File: config.mk
export PLATFORM = sky130hd
export DESIGN_NAME = sdf_scene_pipe_flat
export DESIGN_NICKNAME = d
export VERILOG_FILES = /design/src/rtl/sdf_scene_pipe_if.sv /design/src/rtl/sdf_scene_pipe.sv /design/src/flat_wrapper.sv
export SDC_FILE = /design/constraint.sdc
export NUM_CORES = 1
export LEC_CHECK = 0
export CAP_MARGIN = 10
export CORE_UTILIZATION = 62
export CTS_CLUSTER_DIAMETER = 80
export CTS_CLUSTER_SIZE = 28
export DETAILED_ROUTE_END_ITERATION = 8
export MAX_ROUTING_LAYER = met4
export PLACE_DENSITY = 0.94
export SLEW_MARGIN = 30
export SYNTH_ARGS = -nofsm -noshare
export SYNTH_HDL_FRONTEND = slang
export SYNTH_SLANG_ARGS = --single-unit
File: constraint.sdc
create_clock -name clk -period 7.5 [get_ports clk]
set_input_delay 1.5 -clock clk [delete_from_list [all_inputs] [get_ports clk]]
set_output_delay 1.5 -clock clk [all_outputs]
set_load 0.01 [all_outputs]
File: src/rtl/sdf_scene_pipe_if.sv
// Signal bundle for sdf_scene_pipe: point input stream, primitive side-channel and
// combined-distance output stream.
interface sdf_scene_pipe_if #(
    parameter int TAG_W = 8
);
    logic             i_valid;
    logic             o_ready;
    logic [26:0]      i_point_x;
    logic [26:0]      i_point_y;
    logic [26:0]      i_point_z;
    logic [TAG_W-1:0] i_tag;
    logic [2:0]       i_mode;
    logic [26:0]      o_pt_x;
    logic [26:0]      o_pt_y;
    logic [26:0]      o_pt_z;
    logic             o_pt_valid;
    logic [26:0]      i_dist_a;
    logic [26:0]      i_dist_b;
    logic             o_valid;
    logic             i_ready;
    logic [26:0]      o_dist;
    logic [TAG_W-1:0] o_tag;
    logic [2:0]       o_mode;
    logic             o_busy;

    modport slave (
        input  i_valid, i_point_x, i_point_y, i_point_z, i_tag, i_mode,
        input  i_dist_a, i_dist_b, i_ready,
        output o_ready, o_pt_x, o_pt_y, o_pt_z, o_pt_valid,
        output o_valid, o_dist, o_tag, o_mode, o_busy
    );

    modport master (
        output i_valid, i_point_x, i_point_y, i_point_z, i_tag, i_mode,
        output i_dist_a, i_dist_b, i_ready,
        input  o_ready, o_pt_x, o_pt_y, o_pt_z, o_pt_valid,
        input  o_valid, o_dist, o_tag, o_mode, o_busy
    );
endinterface

File: src/rtl/sdf_scene_pipe.sv
// SDF scene combiner: issues points to two fixed-latency primitives, aligns their
// distances, combines them per mode and buffers results in a credit-managed FIFO.
module sdf_scene_pipe #(
    parameter int TAG_W      = 8,
    parameter int LAT_A      = 9,
    parameter int LAT_B      = 11,
    parameter int FIFO_DEPTH = 16
) (
    input logic             clk,
    input logic             rst_n,
    sdf_scene_pipe_if.slave bus
);
    localparam int L  = (LAT_A > LAT_B) ? LAT_A : LAT_B;
    localparam int DA = L - LAT_A;
    localparam int DB = L - LAT_B;
    localparam int AW = $clog2(FIFO_DEPTH);
    localparam int CW = $clog2(FIFO_DEPTH + 1);
    localparam logic [CW:0] DEPTH_V = (CW + 1)'(FIFO_DEPTH);

    typedef enum logic [1:0] {
        RUN   = 2'd0,
        DRAIN = 2'd1,
        APPLY = 2'd2
    } state_t;

    // Sign-magnitude "a < b" on raw patterns; both zeros compare equal
    function automatic logic sm_less(input logic [26:0] a, input logic [26:0] b);
        logic res;
        if ((a[25:0] == 26'd0) && (b[25:0] == 26'd0)) begin
            res = 1'b0;
        end else if (a[26] != b[26]) begin
            res = a[26];
        end else if (a[26] == 1'b0) begin
            res = (a[25:0] < b[25:0]);
        end else begin
            res = (a[25:0] > b[25:0]);
        end
        return res;
    endfunction

    function automatic logic [26:0] combine(input logic [2:0] mode, input logic [26:0] a,
                                            input logic [26:0] b);
        logic [26:0] nb;
        logic [26:0] res;
        nb = {~b[26], b[25:0]};
        case (mode)
            3'd0:    res = a;
            3'd1:    res = b;
            3'd3:    res = sm_less(a, b) ? b : a;
            3'd4:    res = sm_less(a, nb) ? nb : a;
            default: res = sm_less(b, a) ? b : a;
        endcase
        return res;
    endfunction

    state_t             state_r;
    state_t             state_nx_s;
    logic [2:0]         mode_r;
    logic               ready_en_r;
    logic [CW-1:0]      inflight_r;
    logic [CW-1:0]      inflight_nx_s;
    logic [CW-1:0]      fifo_cnt_r;
    logic [CW-1:0]      fifo_cnt_nx_s;
    logic [AW-1:0]      wr_ptr_r;
    logic [AW-1:0]      rd_ptr_r;
    logic [AW-1:0]      rd_ptr_nx_s;
    logic [CW:0]        credit_sum_s;
    logic               ready_s;
    logic               accept_s;
    logic               wr_s;
    logic               rd_s;
    logic [L-1:0]       vld_sr_r;
    logic [TAG_W-1:0]   tag_sr_r [L];
    logic [26:0]        dist_a_al_s;
    logic [26:0]        dist_b_al_s;
    logic               comb_vld_r;
    logic [26:0]        comb_dist_r;
    logic [TAG_W-1:0]   comb_tag_r;
    logic [TAG_W+26:0]  mem_r [FIFO_DEPTH];
    logic [TAG_W+26:0]  head_s;
    logic               out_valid_r;
    logic [26:0]        out_dist_r;
    logic [TAG_W-1:0]   out_tag_r;
    logic               busy_r;

    assign credit_sum_s = {1'b0, inflight_r} + {1'b0, fifo_cnt_r};
    assign ready_s      = ready_en_r && (state_r == RUN) && (credit_sum_s < DEPTH_V);
    assign accept_s     = bus.i_valid && ready_s;
    assign wr_s         = comb_vld_r;
    assign rd_s         = out_valid_r && bus.i_ready;

    assign bus.o_ready    = ready_s;
    assign bus.o_pt_x     = bus.i_point_x;
    assign bus.o_pt_y     = bus.i_point_y;
    assign bus.o_pt_z     = bus.i_point_z;
    assign bus.o_pt_valid = accept_s;
    assign bus.o_valid    = out_valid_r;
    assign bus.o_dist     = out_dist_r;
    assign bus.o_tag      = out_tag_r;
    assign bus.o_mode     = mode_r;
    assign bus.o_busy     = busy_r;

    // Mode-change sequencer next state
    always_comb begin
        state_nx_s = state_r;
        case (state_r)
            RUN: begin
                if (bus.i_mode != mode_r) state_nx_s = DRAIN;
                else state_nx_s = RUN;
            end
            DRAIN: begin
                if (inflight_r == {CW{1'b0}}) state_nx_s = APPLY;
                else state_nx_s = DRAIN;
            end
            APPLY:   state_nx_s = RUN;
            default: state_nx_s = RUN;
        endcase
    end

    // Occupancy bookkeeping and the next FIFO head (write bypass when the FIFO drains)
    always_comb begin
        inflight_nx_s = inflight_r + {{(CW-1){1'b0}}, accept_s} - {{(CW-1){1'b0}}, wr_s};
        fifo_cnt_nx_s = fifo_cnt_r + {{(CW-1){1'b0}}, wr_s} - {{(CW-1){1'b0}}, rd_s};
        rd_ptr_nx_s   = rd_ptr_r + {{(AW-1){1'b0}}, rd_s};
        if (wr_s && (wr_ptr_r == rd_ptr_nx_s)) begin
            head_s = {comb_tag_r, comb_dist_r};
        end else begin
            head_s = mem_r[rd_ptr_nx_s];
        end
    end

    // Startup gate, FSM register and the applied combine mode
    always_ff @(posedge clk or negedge rst_n) begin
        if (!rst_n) begin
            ready_en_r <= 1'b0;
            state_r    <= RUN;
            mode_r     <= 3'd2;
        end else begin
            ready_en_r <= 1'b1;
            state_r    <= state_nx_s;
            if (state_r == APPLY) mode_r <= bus.i_mode;
            else mode_r <= mode_r;
        end
    end

    // Counters, FIFO pointers and registered output view of the FIFO head
    always_ff @(posedge clk or negedge rst_n) begin
        if (!rst_n) begin
            inflight_r  <= {CW{1'b0}};
            fifo_cnt_r  <= {CW{1'b0}};
            wr_ptr_r    <= {AW{1'b0}};
            rd_ptr_r    <= {AW{1'b0}};
            out_valid_r <= 1'b0;
            out_dist_r  <= 27'd0;
            out_tag_r   <= {TAG_W{1'b0}};
            busy_r      <= 1'b0;
        end else begin
            inflight_r  <= inflight_nx_s;
            fifo_cnt_r  <= fifo_cnt_nx_s;
            wr_ptr_r    <= wr_ptr_r + {{(AW-1){1'b0}}, wr_s};
            rd_ptr_r    <= rd_ptr_nx_s;
            out_valid_r <= (fifo_cnt_nx_s != {CW{1'b0}});
            out_dist_r  <= head_s[26:0];
            out_tag_r   <= head_s[TAG_W+26:27];
            busy_r      <= (inflight_nx_s != {CW{1'b0}}) || (fifo_cnt_nx_s != {CW{1'b0}});
        end
    end

    // FIFO storage; contents are qualified by the pointers so no reset is needed
    always_ff @(posedge clk) begin
        if (wr_s) mem_r[wr_ptr_r] <= {comb_tag_r, comb_dist_r};
        else mem_r[wr_ptr_r] <= mem_r[wr_ptr_r];
    end

    // Valid/tag shadow of the primitive pipelines
    always_ff @(posedge clk or negedge rst_n) begin
        if (!rst_n) begin
            vld_sr_r <= {L{1'b0}};
            for (int i = 0; i < L; i++) tag_sr_r[i] <= {TAG_W{1'b0}};
        end else begin
            vld_sr_r[0] <= accept_s;
            tag_sr_r[0] <= bus.i_tag;
            for (int i = 1; i < L; i++) begin
                vld_sr_r[i] <= vld_sr_r[i-1];
                tag_sr_r[i] <= tag_sr_r[i-1];
            end
        end
    end

    generate
        if (DA == 0) begin : g_a_direct
            assign dist_a_al_s = bus.i_dist_a;
        end else begin : g_a_delay
            logic [26:0] dly_r [DA];
            // Pads the faster primitive A up to the common latency
            always_ff @(posedge clk or negedge rst_n) begin
                if (!rst_n) begin
                    for (int i = 0; i < DA; i++) dly_r[i] <= 27'd0;
                end else begin
                    dly_r[0] <= bus.i_dist_a;
                    for (int i = 1; i < DA; i++) dly_r[i] <= dly_r[i-1];
                end
            end
            assign dist_a_al_s = dly_r[DA-1];
        end
        if (DB == 0) begin : g_b_direct
            assign dist_b_al_s = bus.i_dist_b;
        end else begin : g_b_delay
            logic [26:0] dly_r [DB];
            // Pads the faster primitive B up to the common latency
            always_ff @(posedge clk or negedge rst_n) begin
                if (!rst_n) begin
                    for (int i = 0; i < DB; i++) dly_r[i] <= 27'd0;
                end else begin
                    dly_r[0] <= bus.i_dist_b;
                    for (int i = 1; i < DB; i++) dly_r[i] <= dly_r[i-1];
                end
            end
            assign dist_b_al_s = dly_r[DB-1];
        end
    endgenerate

    // Combine stage; mode_r cannot change while samples are in flight
    always_ff @(posedge clk or negedge rst_n) begin
        if (!rst_n) begin
            comb_vld_r  <= 1'b0;
            comb_dist_r <= 27'd0;
            comb_tag_r  <= {TAG_W{1'b0}};
        end else begin
            comb_vld_r  <= vld_sr_r[L-1];
            comb_dist_r <= combine(mode_r, dist_a_al_s, dist_b_al_s);
            comb_tag_r  <= tag_sr_r[L-1];
        end
    end
endmodule

File: src/flat_wrapper.sv
// flat-port wrapper written by rule: the top's interface ports become plain ports
module sdf_scene_pipe_flat 
#(
    parameter int TAG_W      = 8,
    parameter int LAT_A      = 9,
    parameter int LAT_B      = 11,
    parameter int FIFO_DEPTH = 16
)
  (clk, rst_n, bus_i_valid, bus_i_point_x, bus_i_point_y, bus_i_point_z, bus_i_tag, bus_i_mode, bus_i_dist_a, bus_i_dist_b, bus_i_ready, bus_o_ready, bus_o_pt_x, bus_o_pt_y, bus_o_pt_z, bus_o_pt_valid, bus_o_valid, bus_o_dist, bus_o_tag, bus_o_mode, bus_o_busy);
  sdf_scene_pipe_if #(.TAG_W(TAG_W)) bus_i ();
  input logic clk;
  input logic rst_n;
  input wire logic [$bits(bus_i.i_valid)-1:0] bus_i_valid;
  input wire logic [$bits(bus_i.i_point_x)-1:0] bus_i_point_x;
  input wire logic [$bits(bus_i.i_point_y)-1:0] bus_i_point_y;
  input wire logic [$bits(bus_i.i_point_z)-1:0] bus_i_point_z;
  input wire logic [$bits(bus_i.i_tag)-1:0] bus_i_tag;
  input wire logic [$bits(bus_i.i_mode)-1:0] bus_i_mode;
  input wire logic [$bits(bus_i.i_dist_a)-1:0] bus_i_dist_a;
  input wire logic [$bits(bus_i.i_dist_b)-1:0] bus_i_dist_b;
  input wire logic [$bits(bus_i.i_ready)-1:0] bus_i_ready;
  output wire logic [$bits(bus_i.o_ready)-1:0] bus_o_ready;
  output wire logic [$bits(bus_i.o_pt_x)-1:0] bus_o_pt_x;
  output wire logic [$bits(bus_i.o_pt_y)-1:0] bus_o_pt_y;
  output wire logic [$bits(bus_i.o_pt_z)-1:0] bus_o_pt_z;
  output wire logic [$bits(bus_i.o_pt_valid)-1:0] bus_o_pt_valid;
  output wire logic [$bits(bus_i.o_valid)-1:0] bus_o_valid;
  output wire logic [$bits(bus_i.o_dist)-1:0] bus_o_dist;
  output wire logic [$bits(bus_i.o_tag)-1:0] bus_o_tag;
  output wire logic [$bits(bus_i.o_mode)-1:0] bus_o_mode;
  output wire logic [$bits(bus_i.o_busy)-1:0] bus_o_busy;
  assign bus_i.i_valid = bus_i_valid;
  assign bus_i.i_point_x = bus_i_point_x;
  assign bus_i.i_point_y = bus_i_point_y;
  assign bus_i.i_point_z = bus_i_point_z;
  assign bus_i.i_tag = bus_i_tag;
  assign bus_i.i_mode = bus_i_mode;
  assign bus_i.i_dist_a = bus_i_dist_a;
  assign bus_i.i_dist_b = bus_i_dist_b;
  assign bus_i.i_ready = bus_i_ready;
  assign bus_o_ready = bus_i.o_ready;
  assign bus_o_pt_x = bus_i.o_pt_x;
  assign bus_o_pt_y = bus_i.o_pt_y;
  assign bus_o_pt_z = bus_i.o_pt_z;
  assign bus_o_pt_valid = bus_i.o_pt_valid;
  assign bus_o_valid = bus_i.o_valid;
  assign bus_o_dist = bus_i.o_dist;
  assign bus_o_tag = bus_i.o_tag;
  assign bus_o_mode = bus_i.o_mode;
  assign bus_o_busy = bus_i.o_busy;
  sdf_scene_pipe #(.TAG_W(TAG_W), .LAT_A(LAT_A), .LAT_B(LAT_B), .FIFO_DEPTH(FIFO_DEPTH)) u_core (.clk(clk), .rst_n(rst_n), .bus(bus_i));
endmodule
Yosys cells after proc, flatten, opt, wreduce, memory -nomap -nowiden --
Memory sizes are Yosys's and may differ from the RTL's. A register that Yosys moved wholly into a read port is not among the register bits. Index checks and enable logic that the tools add are counted. Widths: inputs -> output; s select.
Storage, ports and cells: flip-flop bits (word level) 215, RAM bits 560, bits of input ports 150, output and inout port bits 123, logic and storage cells 89, memories kept 1
Memories:
- u_core.mem_r | words 16, width 35, read ports 1, clocked after Yosys merged registers in 1, wr ports 1, RTL line sdf_scene_pipe.sv:79 | logic [TAG_W+26:0] mem_r [FIFO_DEPTH];
Cells by class: add/sub/neg operators 7, $lt $le $gt $ge 5, eq/ne operators 10, multiplexer cells 22, bitwise operators 2, reduce and logical (&&, ||, !) cells 16
Operators with widths (count):
- $pmux 27 s4 | 1
- $mux 27 | 3
- $gt 26x26->1 | 2
- $logic_not 26->1 | 2
- $lt 26x26->1 | 2
- $mux 35 | 1
- $mux 1 | 15
- $add 5x1->5 | 2
- $reduce_bool 5->1 | 2
- $sub 5x1->5 | 2
- $add 4x1->4 | 2
- $add 5x5->6 | 1
- $lt 6x5->1 const B | 1
- $logic_and 1x1->1 | 5
- $logic_not 5->1 | 1
- $pmux 2 s2 | 1
- $reduce_or 4->1 | 1
- $eq 3x1->1 const B | 1
- $eq 3x2->1 const B | 1
- $eq 3x3->1 const B | 1
- $logic_not 3->1 | 1
- $ne 1x1->1 | 3
- $ne 3x3->1 | 1
- $eq 2x1->1 const B | 1
- 9 further kinds | 9

Depth between registers and ports, before layout --
word-level depth 8, mapped depth 15, depth with buffers taken out 15

Worst setup path before layout --
No wires, ideal clock.
path type in2reg, start input bus_i_ready, end register u_core.out_dist_r[10], in the netlist u_core.bus.o_dist[10], read port of u_core.mem_r, library setup time 0.125 ns, data arrival time 4.099 ns, required time 7.375 ns, setup slack 3.276 ns, stages 8, path buffers 3, cell sequence and2_1 -> ha_1 -> clkbuf_1 -> buf_2 -> buf_1 -> mux4_2 -> mux4_2 -> mux2_2
Between the ends: longest elaborated chain between the ends 2
Ends and longest elaborated chain:
- start, declared | RTL line flat_wrapper.sv:21 | input wire logic [$bits(bus_i.i_ready)-1:0] bus_i_ready;
- $logic_and 1x1->1 | RTL line sdf_scene_pipe.sv:90 | assign rd_s = out_valid_r && bus.i_ready;
- $add 4x1->4 | RTL line sdf_scene_pipe.sv:124 | rd_ptr_nx_s = rd_ptr_r + {{(AW-1){1'b0}}, rd_s};
- via u_core.rd_ptr_nx_s[0] | RTL line sdf_scene_pipe.sv:66 | logic [AW-1:0] rd_ptr_nx_s;
- end, declared | RTL line sdf_scene_pipe.sv:82 | logic [26:0] out_dist_r;
The timed path passes the listed nets, and every way through them passes these cells. A chain may end at the register's enable or synchronous reset.

Worst setup path after layout --
start input bus_i_dist_b[3], end register u_core.comb_dist_r[1]
Between the ends: longest elaborated chain between the ends 7, elaborated cells between the ends (all ways) 21, classes of those cells order compare: 4; mux: 15; reduce/logical: 2
Ends and longest elaborated chain:
- start, declared | RTL line flat_wrapper.sv:20 | input wire logic [$bits(bus_i.i_dist_b)-1:0] bus_i_dist_b;
- $lt 26x26->1 or $gt 26x26->1 (tied branches) | RTL line sdf_scene_pipe.sv:34, sdf_scene_pipe.sv:36
- $mux 1 | RTL line sdf_scene_pipe.sv:33 | end else if (a[26] == 1'b0) begin
- $mux 1 | RTL line sdf_scene_pipe.sv:31 | end else if (a[26] != b[26]) begin
- $mux 1 | RTL line sdf_scene_pipe.sv:29 | if ((a[25:0] == 26'd0) && (b[25:0] == 26'd0)) begin
- $mux 1 | RTL line sdf_scene_pipe.sv:46 | case (mode)
- $mux 27, on equally long branches | RTL line sdf_scene_pipe.sv:51, sdf_scene_pipe.sv:49, sdf_scene_pipe.sv:50
- $pmux 27 s4 * | RTL line sdf_scene_pipe.sv:46
- end signal, assigned | RTL line sdf_scene_pipe.sv:231 | comb_dist_r <= combine(mode_r, dist_a_al_s, dist_b_al_s);
- end, declared | RTL line sdf_scene_pipe.sv:77 | logic [26:0] comb_dist_r;
Mark *: on every way between the ends. The rest lies on a longest branch, timed or not. The select of a mux whose other input is x is not followed.

==> Implementation_results.wiki <==
{| class="wikitable"
! Metric !! Value
|-
| Core occupancy in the finished layout || approximately two thirds
|-
| Clock tree from TritonCTS || yes
|-
| CP max FO || 23
|-
| Standby leakage power || approximately 12 nW
|-
| Top flip-flop cell by instance count after synthesis || edfxtp_1
|-
| Effective utilization at floorplan || 62.64%
|-
| Class of the tightest hold or removal check || reg2reg
|-
| Routed length per instance || about 32 um
|-
| Initial DRT Pass Iterations || 5
|-
| Post-Synthesis Net Count || 1791
|-
| Unrepaired setup endpoints after global routing || no
|-
| Setup Fix Bufs, Post-CTS || 0
|-
| Antenna violation net count after detailed routing || 0
|-
| Clock transition at the register clock pins on the worst setup and hold paths after CTS || 0.10 ns
|-
| Min cycle time layout || around 4.7 ns
|-
| Sequential cell area fraction in the yosys report || 73.56%
|-
| Multiplexer share of the synthesized area || 14.76%
|-
| Bufs on Longest Clock Path || 3
|-
| Required time reported for the critical path endpoint || 7.98 ns
|-
| Layout fillers || 3048
|-
| Largest cells by area after synthesis || edfxtp_1 (54%), dfrtp_1 (20%), mux4_2 (13%), mux2_2 (2.1%), buf_4 (1.9%)
|-
| Crit share post-route || 62.20%
|-
| Post-synthesis adder-cell area fraction || 1.923%
|-
| Largest family of logic cells by synthesized area || multiplexers
|-
| Placed wire-length estimate || 42430 um
|-
| Area growth from synthesis to final layout || 8.198%
|-
| Largest vdd supply drop || ~0.00037 V
|-
| Crit start category || input port
|-
| Final Non-Filler Cells || about 2300
|-
| Total of flip-flops plus latches after synthesis || 810
|-
| Setup total negative slack || 0 ns
|-
| Number of port buffers || 110
|-
| Via count normalized by instance count || about 6.7
|-
| Die footprint || around 50000 sq um
|-
| Mean area per synthesized cell || 19.68 sq um
|-
| Post-Syn Area || 31370 sq um
|-
| Root buf cell || clkbuf_16
|-
| Num CTS Buffers || 35
|-
| Power density over the cells || 335.6 nW/um^2
|-
| Total Routed Length || 73850 um
|-
| Number of synthesized flops with an enable pin || 560
|-
| Count of mapped cells out of synthesis || approximately 1600
|-
| Fraction of registers with async set or reset after synthesis || 30.86%
|-
| Placement-stage worst setup slack || around 1.7 ns
|-
| Synth warn || 0
|-
| Ratio of cells with drive above 1 in the final layout || 20.97%
|-
| Chip Height || 226.9 um
|-
| Cell Count Post-Placement || 2252
|-
| # IOs || about 270
|-
| Clk sinks || roughly 800
|-
| Leading area contributor after synthesis || edfxtp_1
|-
| Number of maximum-capacitance violations || 0
|-
| Final setup skew || 0.03053 ns
|-
| GRT Overall Usage || 30.65%
|-
| Share of the synthesized area in the top cell type || 53.61%
|-
| Antenna violations before repair || 1
|-
| Worst setup slack after layout || around 2.8 ns
|-
| Post-synth cell types || 64
|-
| Total global routing overflow || 0
|-
| Hold buffers post-CTS || 0
|-
| Final Max Slew Viols || 0
|-
| Wire length of the first global-routing pass || 107800 um
|-
| Relative slew margins || between 30% and 40%
|-
| DRC Markers || 0
|-
| Number of endpoints with negative hold slack in the final report || 0
|-
| Maximum number of pins on one net before global-route repair || 157
|-
| Compound-cell area share of the yosys netlist || about 3.1%
|-
| CP Data Arrival Time || 5.14 ns
|-
| Element type at the critical path end || register
|-
| Area inside the core boundary || 50070 sq um
|-
| Area taken by multi-input logic gates || approximately 7400 sq um
|-
| Measured slew at the worst slew-check pin || around 0.94 ns
|-
| Placer's final routability congestion estimate || 0.9126
|-
| XOR/XNOR share of the synthesized area || 0.5784%
|-
| Worst setup path category || in2reg
|-
| First DRT Iteration DRCs || 1922
|-
| Diode insertion count for antenna repair || 0
|-
| Die span in x || 226.9 um
|-
| Final setup violation count || 0
|-
| Insertion delay to the later sink of the worst-skew pair || about 0.6 ns
|-
| Outcome || finished clean
|-
| Total number of vias || 15598
|-
| Resized Gates After CTS || 0
|-
| Storage element area || between 20000 and 25000 sq um
|-
| Final net count || 1815
|-
| Number of core rows || 82
|-
| Number of global-route vias before repair || 16245
|-
| Fraction of the mapped netlist area in simple logic gates || 2.565%
|-
| Fmax achieved || approximately 210 MHz
|-
| H-tree levels || 2
|}
==> power breakdown <==
group | internal [mW] | leakage, nW | total, mW | switching [mW]
Combinational | 2.13 | 3.14 | 3.83 | 1.70
Clock | 0.950 | 0.511 | 2.28 | 1.33
Sequential | 5.06 | 7.97 | 5.28 | 0.218
==> stage by stage <==
step / power (mW) / hold slack, ns / area [sq um]
after CTS: 11.46 / 0.3508 / 33900
final: 11.39 / 0.3487 / 33940
after global placement: 9.004 / 0.3311 / 32830
after detailed placement: 9.201 / 0.3347 / 32840
after floorplan: 8.116 / 0.3312 / 31370
after global routing: 11.82 / 0.3595 / 33940
==> cells in the final DEF, fill, tap and decap left out, types with 13 or more instances in the layout <==
master             n
o21ai_0           40
a21boi_0          23
clkdlybuf4s50_1  109
ha_1              43
and4_1            24
inv_1             50
a21oi_1           13
mux2_2            58
nand2_1           37
o2111ai_1         22
clkbuf_1          21
nor4_1            15
dfrtp_1          249
buf_4             24
mux4_2           175
o21ai_1           14
edfxtp_1         560
nor2_4            13
clkbuf_16         37
==> metal layers <==
layer / routed length [um] / vias to the layer above / global-route usage [%]
li1: - / 6220 / -
met1: 25130 / 8153 / 37.55
met2: 38860 / 1006 / 50.99
met3: 6861 / 219 / 5.948
met4: 3002 / 0 / 11.53
met5: 0 / - / -
==> path summary, 6_finish.rpt <==
path                                      start               endpoint  slack [ns]  depth (start not counted)
max in group asynchronous                 rst_n  u_core.bus.o_dist[15]        5.24                          2
max                             bus_i_dist_b[3]  u_core.comb_dist_r[1]        2.83                         11
min                         u_core.tag_sr_r[60]    u_core.tag_sr_r[52]        0.35                          0
min reg2reg                 u_core.tag_sr_r[60]    u_core.tag_sr_r[52]        0.35                          0
min in group asynchronous                 rst_n    u_core.tag_sr_r[84]        0.91                          1
max reg2reg                u_core.fifo_cnt_r[1]      u_core.bus.o_busy        3.79                         15
==> Yosys cell counts, types with 7 or more instances <==
cell and number:
nor3_1 7, clkbuf_1 42, o2111ai_1 22, buf_1 12, buf_4 81, mux2_2 58, nand4_1 8, nor4_1 15
and4_1 24, a21oi_1 14, xor2_1 7, mux4_2 175, ha_1 45, o21ai_0 40, o21ai_1 14, edfxtp_1 560
nand2_1 37, nor2_1 19, dfrtp_1 249, buf_2 13, xnor2_1 10, nand3_1 7, a21boi_0 23, inv_1 50
==> cell families after synthesis <==
| family | count (synthesis) |
|---|---|
| multiplexers | 236 |
| other | 1 |
| buffers and inverters | 201 |
| adder cells (fa/ha/maj) | 47 |
| flip-flops | 810 |
| AND/OR/NAND/NOR | 137 |
| AO/OA/AOI/OAI | 143 |
| XOR/XNOR | 19 |
==> sequential cells by signal (all words and copies together) (netlist names) <==
register	flops
u_core.mem_r	560
u_core.state_r	2
u_core.bus.o_valid	1
u_core.ready_en_r	1
u_core.bus.o_dist	27
u_core.fifo_cnt_r	5
u_core.comb_tag_r	8
u_core.g_a_delay.dly_r	27
u_core.bus.o_tag	8
u_core.comb_dist_r	27
u_core.tag_sr_r	88
u_core.wr_ptr_r	4
u_core.bus.o_busy	1
u_core.comb_vld_r	1
u_core.rd_ptr_r	4
u_core.dist_a_al_s	27
u_core.vld_sr_r	11
u_core.inflight_r	5
u_core.bus.o_mode	3
==> area by class of cell <==
| cell class | count | share of cell area, % |
|---|---|---|
| clock inverter | 6 | 0.1733 |
| multi-input combinational | 583 | 21.80 |
| timing repair buffer | 138 | 4.048 |
| inverter | 50 | 0.5530 |
| sequential | 810 | 67.99 |
| tap | 672 | 2.478 |
| clock buffer | 58 | 2.961 |
==> worst max-delay path: stages <==
cell,delay (ns)
clkdlybuf4s50_1,0.58
inv_1,0.10
ha_1,0.33
a21oi_2,0.14
o21ai_1,0.10
a2111o_1,0.43
a211o_2,0.37
a21oi_4,0.57
nand3_4,0.15
a2111oi_4,0.49
mux2_1,0.38
Note: power is estimated with default switching activity, not from simulation.
